**src/rtl/note_tone_synth.sv**
```systemverilog
// note_tone_synth: decodes a one-hot fret/string note word into a decaying square-wave tone.
// Ports: clk/resetn, enable/play_en/note_in strobe, codec allowed/write + L/R samples, note_idx, active.
module note_tone_synth #(
  parameter int unsigned CLK_HZ      = 50_000_000,
  parameter logic [31:0] AMP_MAX     = 32'h0FFF_FFFF,
  parameter logic [31:0] AMP_MIN     = 32'h0000_1000,
  parameter int unsigned DECAY_TICKS = 1_250_000,
  parameter int unsigned DECAY_SHIFT = 3
) (
  input  logic        clk,
  input  logic        resetn,
  input  logic        enable,
  input  logic        play_en,
  input  logic [31:0] note_in,
  input  logic        audio_out_allowed,
  output logic        write_audio_out,
  output logic [31:0] left_channel_audio_out,
  output logic [31:0] right_channel_audio_out,
  output logic [4:0]  note_idx,
  output logic        active
);

  typedef enum logic [1:0] {
    S_IDLE,
    S_LOAD,
    S_PLAY
  } state_t;

  localparam int STR_BASE [6] = '{0, 5, 10, 15, 19, 24};
  localparam logic [31:0] DECAY_LAST = 32'(DECAY_TICKS - 1);

  // Low E is 82.407 Hz; each semitone scales by 2^(1/12).
  function automatic logic [18:0] half_period(input int n);
    real f;
    f = 82.407;
    for (int i = 0; i < n; i++) f = f * 1.0594630943592953;
    return 19'($rtoi(real'(CLK_HZ) / (2.0 * f) + 0.5));
  endfunction

  logic [18:0] half_rom [29];

  for (genvar g = 0; g < 29; g++) begin : g_rom
    localparam logic [18:0] HP = half_period(g);
    assign half_rom[g] = HP;
  end

  state_t      state_q, state_d;
  logic [4:0]  pend_q, pend_d;
  logic [4:0]  idx_d;
  logic [18:0] phase_q, phase_d;
  logic [31:0] decay_q, decay_d;
  logic [31:0] amp_q, amp_d;
  logic [31:0] amp_dec;
  logic        pol_q, pol_d;
  logic [31:0] sample_d;
  logic [4:0]  n_dec;
  logic        note_hit;
  logic        unused_hi;

  assign unused_hi = ^note_in[31:30];
  assign active    = (state_q == S_PLAY);

  // Lowest set bit wins: scan downward so the last hit is the lowest.
  always_comb begin
    n_dec    = '0;
    note_hit = 1'b0;
    for (int i = 29; i >= 0; i--) begin
      if (note_in[i]) begin
        note_hit = 1'b1;
        n_dec    = 5'(STR_BASE[i % 6] + i / 6);
      end
    end
  end

  always_comb begin
    state_d  = state_q;
    pend_d   = pend_q;
    idx_d    = note_idx;
    phase_d  = phase_q;
    decay_d  = decay_q;
    amp_d    = amp_q;
    pol_d    = pol_q;
    amp_dec  = amp_q - (amp_q >> DECAY_SHIFT);
    sample_d = '0;
    if (!play_en) begin
      state_d = S_IDLE;
    end else begin
      unique case (state_q)
        S_IDLE: begin
          if (enable && note_hit) begin
            state_d = S_LOAD;
            pend_d  = n_dec;
          end
        end
        S_LOAD: begin
          state_d = S_PLAY;
          idx_d   = pend_q;
          phase_d = half_rom[pend_q] - 19'd1;
          amp_d   = AMP_MAX;
          pol_d   = 1'b1;
          decay_d = DECAY_LAST;
        end
        S_PLAY: begin
          if (phase_q == '0) begin
            phase_d = half_rom[note_idx] - 19'd1;
            pol_d   = ~pol_q;
          end else begin
            phase_d = phase_q - 19'd1;
          end
          if (decay_q == '0) begin
            decay_d = DECAY_LAST;
            amp_d   = amp_dec;
          end else begin
            decay_d = decay_q - 32'd1;
          end
          if (enable && note_hit) begin
            state_d = S_LOAD;
            pend_d  = n_dec;
          end else if (enable) begin
            state_d = S_IDLE;
          end else if (decay_q == '0 && amp_dec < AMP_MIN) begin
            state_d = S_IDLE;
          end
        end
        default: state_d = S_IDLE;
      endcase
    end
    // Output register holds the sample of the state being entered.
    if (state_d == S_PLAY) sample_d = pol_d ? amp_d : -amp_d;
  end

  always_ff @(posedge clk or negedge resetn) begin
    if (!resetn) begin
      state_q                 <= S_IDLE;
      pend_q                  <= '0;
      note_idx                <= '0;
      phase_q                 <= '0;
      decay_q                 <= '0;
      amp_q                   <= '0;
      pol_q                   <= 1'b0;
      write_audio_out         <= 1'b0;
      left_channel_audio_out  <= '0;
      right_channel_audio_out <= '0;
    end else begin
      state_q                 <= state_d;
      pend_q                  <= pend_d;
      note_idx                <= idx_d;
      phase_q                 <= phase_d;
      decay_q                 <= decay_d;
      amp_q                   <= amp_d;
      pol_q                   <= pol_d;
      write_audio_out         <= audio_out_allowed;
      left_channel_audio_out  <= sample_d;
      right_channel_audio_out <= sample_d;
    end
  end

endmodule

```
**config.mk**
```make
export PLATFORM = sky130hd
export DESIGN_NAME = note_tone_synth
export DESIGN_NICKNAME = d
export VERILOG_FILES = /design/src/rtl/note_tone_synth.sv
export SDC_FILE = /design/constraint.sdc
export NUM_CORES = 1
export LEC_CHECK = 0
export ABC_AREA = 1
export BUFFER_PORTS_ARGS = -buffer_cell sky130_fd_sc_hd__buf_2
export CORE_MARGIN = 1.5
export CORE_UTILIZATION = 45
export DETAILED_ROUTE_END_ITERATION = 12
export PLACE_DENSITY = 0.74
export SYNTH_ARGS = -nofsm -noshare
export SYNTH_HDL_FRONTEND = slang
export SYNTH_SLANG_ARGS = --single-unit
```
**constraint.sdc**
```tcl
create_clock -name clk -period 3.2 [get_ports clk]
set_clock_uncertainty 0.1 [all_clocks]
set_input_delay 0.64 -clock clk [delete_from_list [all_inputs] [get_ports clk]]
set_output_delay 0.64 -clock clk [all_outputs]
set_load 0.02 [all_outputs]
```
==> results by group <==
Timing
  • Slew @ Worst Pin: 0.9398 ns
  • Final setup violation count: 31
  • Slew margin rel.: 37.35%
  • Share of the clock period used by the worst path: 103.5%
  • Min Tclk post-route: 3.312 ns
  • FMAX: 0.3019 GHz
  • Unrepaired setup endpoints after global routing: yes
  • Final WS setup: -0.1123 ns
  • Final Hold Fails: 0
  • Setup TNS: -1.101 ns
  • Count of pins over their slew limit: 0

Power
  • Pwr dens: 1037 mW/mm^2
  • Worst vdd ir: 0.5449 mV
  • Internal Power: 7.997 mW
  • Sw Ratio: 51.16%
  • Tot Pwr: 16.37 mW
  • Switching power: 8.378 mW
  • Lkg Pwr: 8.085 nW
  • Share of total power in the clock network: 12.2%
  • Part of the power in combinational logic: 72.9%
  • Seq pwr share: 14.9%

Global route
  • Vias in the first global route: 12700
  • Initial antenna violation count: 1
  • Total grt overflow: 0
  • GRT Resource Usage Total: 29.19%
  • Global-route wire length before repair: 65290 um
  • Largest net degree at the start of global routing: 93

Synth
  • Post-synth top area cell: dfrtp_1
  • Net count after synthesis: 2053
  • Ys flop type: dfrtp_1
  • Sequential share of the synthesized area: 26.34%
  • Async SR Flop Fraction: 100.0%
  • Cell area after synthesis: 0.01226 sq mm
  • Post-synthesis cell type count: 56
  • Number of enable flip-flop cells after synthesis: 0
  • Yosys warns: 0
  • Ranking of synthesized cells by area: dfrtp_1 26%, nand2_1 17%, inv_1 8.7%, nor2_1 7.3%, nand3_1 5.4%
  • Synthesized flop and latch total: 129
  • Post-Synthesis Cells: 1967
  • Area share of the largest cell type after synthesis: 26.34%
  • Syn avg cell area: 6.231 sq um

Clock network
  • Root buffer cell: clkbuf_16
  • Clk buf depth: 2
  • Num CTS Buffers: 17
  • CTS sink cnt: 129
  • Reg clk slew, reported paths: 0.08 ns
  • Skew-Pair Late Insertion Delay: 0.45 ns
  • CTS H-tree lvls: 4
  • CTS tree: yes

Floorplanning
  • Die Span Y: 168.0 um
  • Die area: 0.02824 sq mm
  • DIE WIDTH: 168.0 um
  • Core area: 0.02688 sq mm
  • Std-Cell Rows: 60
  • Ports: 108
  • Starting Density: 45.61%

Routing
  • Total Wirelength: 43260 um
  • WL/cell: 16.81 um
  • Routed vias: 13870
  • DR vias/cell: 5.389
  • Post-route DRC violation count: 0
  • Antenna violation net count after detailed routing: 0
  • Drt initial violations: 1534
  • Pre-Repair DR Iteration Count: 6

Setup path
  • Startpoint Class: flip-flop
  • WS Path Type: reg -> reg
  • Critical Path RT: 3.41 ns
  • Worst-path cell chain: inv_1 -> fa_2 -> nand3_2 -> nand3_2 -> nand2_1 -> nand2_2 -> buf_4 -> xor2_1 -> nand2_1 -> o211ai_2 -> nand2_2 -> nand2_2 -> buf_4 -> nor3_4 -> nand2_1 -> o21ai_2 -> xor2_2 -> nor2_4
  • CP Capture Type: flip-flop
  • CP Max Fanout: 5
  • Worst EP arrival: 3.53 ns
  • CP max stage delay: 0.44 ns
  • CP max-delay cell: dfrtp_1

Final layout
  • Final Non-Filler Cells: 2574
  • Layout cells sized above 1: 27.75%
  • Util after Layout: 58.75%
  • # nets final: 2304
  • Layout area overhead: 28.82%
  • Layout fillers: 2469

Run status
  • Status: finished with violations
  • Failing checks: negative setup slack

Placed design
  • Pre-CTS setup slack: -0.2299 ns
  • Post-DP HPWL: 32200 um
  • Number of buffers inserted by port buffering: 105
  • Final Wtd Congestion: 0.9780
  • Placed Instances: 2505

Hold path
  • Worst hold-check path type: in -> async

Run
  • MaxCap Viol Count: 0
-- cells in the mapped netlist, types with 9 or more instances --
library cell / number
buf_2: 16
nand2_2: 22
xor2_1: 43
nor3_1: 26
o211ai_1: 13
xnor2_1: 13
inv_1: 285
inv_2: 22
nor2_1: 237
ha_1: 48
o22ai_1: 10
o21ai_1: 22
dfrtp_1: 129
clkbuf_1: 20
o21ai_2: 10
o21ai_0: 104
buf_4: 34
clkinv_1: 10
nand3b_1: 9
nor2_2: 25
nand4_1: 37
nand3_1: 132
a21oi_1: 68
nand2_1: 543
-- area by class of cell --
cell class	instances	area, sq um	share of cell area, %
Clock inverter	12	125.1	0.7925
Timing Repair Buffer	308	2156	13.65
Multi-Input combinational cell	1445	8189	51.87
Sequential cell	129	3234	20.48
Tap cell	341	426.7	2.702
Clock buffer	20	456.7	2.892
Antenna cell	2	5.005	0.03170
Inverter	317	1196	7.576
-- critical path, delay by kind of cell (launching register included) --
family	cells	cell delay, ns
AND/OR/NAND/NOR	10	1.15
buffers and inverters	3	0.44
flip-flops	1	0.44
adder cells (fa/ha/maj)	1	0.41
XOR/XNOR	2	0.40
AO/OA/AOI/OAI	2	0.26
-- through the flow --
| step | area (sq um) | hold slack (ns) |
|---|---|---|
| finish | 15790 | 0.1409 |
| global placement | 14050 | 0.3676 |
| floorplan | 12260 | 0.2444 |
| detailed placement | 14050 | 0.3770 |
| global route | 15780 | 0.2039 |
| CTS | 14840 | 0.2018 |
-- state kept, by name, summed over array words and instances, names as in the netlist --
| register | count |
|---|---|
| state_q | 2 |
| note_idx | 5 |
| pol_q | 1 |
| write_audio_out | 1 |
| right_channel_audio_out | 32 |
| decay_q | 32 |
| amp_q | 32 |
| pend_q | 5 |
| phase_q | 19 |
-- layout by cell type, fill, tap and decap left out, drive strengths merged, types with 6 or more instances in the layout --
cell type,netlist,layout
ha,48,48
nand3,135,135
a31oi,6,6
nor4,8,8
dfrtp,129,129
nand2,568,568
nor2,272,272
xor2,43,43
nand4,38,38
o211ai,15,15
clkbuf,20,22
nor3,29,29
buf,56,306
inv,307,310
clkinv,10,14
xnor2,13,13
a21oi,71,71
o22ai,11,11
o21ai,136,136
nand3b,9,9
o21bai,6,6
-- logic make-up after synthesis --
family	Yosys count	synth area share [%]
AOI/OAI and AO/OA	271	12.89
xor gates and xnor gates	56	4.002
adders and majority gates	49	5.063
buffers and inverters	393	13.49
DFF	129	26.34
and+or+nand+nor	1069	38.22
-- worst paths after layout --
| path | startpoint | end | slack [ns] | cells past startpoint |
|---|---|---|---|---|
| setup / recovery | amp_q[4] | right_channel_audio_out[18] | -0.11 | 18 |
| hold / removal | resetn | phase_q[8] | 0.14 | 1 |
| setup reg to reg | amp_q[4] | right_channel_audio_out[18] | -0.11 | 18 |
| hold reg to reg | phase_q[1] | phase_q[1] | 0.40 | 2 |
| max in group asynchronous | resetn | amp_q[28] | 2.02 | 2 |
| min in group clk | audio_out_allowed | write_audio_out | 0.21 | 1 |
-- layer usage --
metal  vias up  share of wire (%)  global-route usage (%)
met2       585                 46                   46.99
met4         0                2.9                   8.578
li1       6740                  -                       -
met1      6460                 43                   39.96
met5         -                  0                       0
met3        87                8.3                   5.289
-- repair_timing --
action                                  4_1_cts  5_1_grt
resized for setup                            29      190
cloned                                        0        3
endpoints found under the hold margin         0        0
hold buffers                                  0        0
setup buffers                                 6       26
pin swaps                                    12       44
endpoints found under the setup margin       32       44
-- power groups by stage --
stage	sequential (mW)	combinational (mW)	clock, mW
detailed placement	2.38	9.79	0
CTS	2.37	10.2	2.01
floorplan	2.36	6.12	0
global route	2.47	13.0	2.08
global placement	2.37	9.72	0
finish	2.43	11.9	2.00
Power figures use the tool's default switching activity.
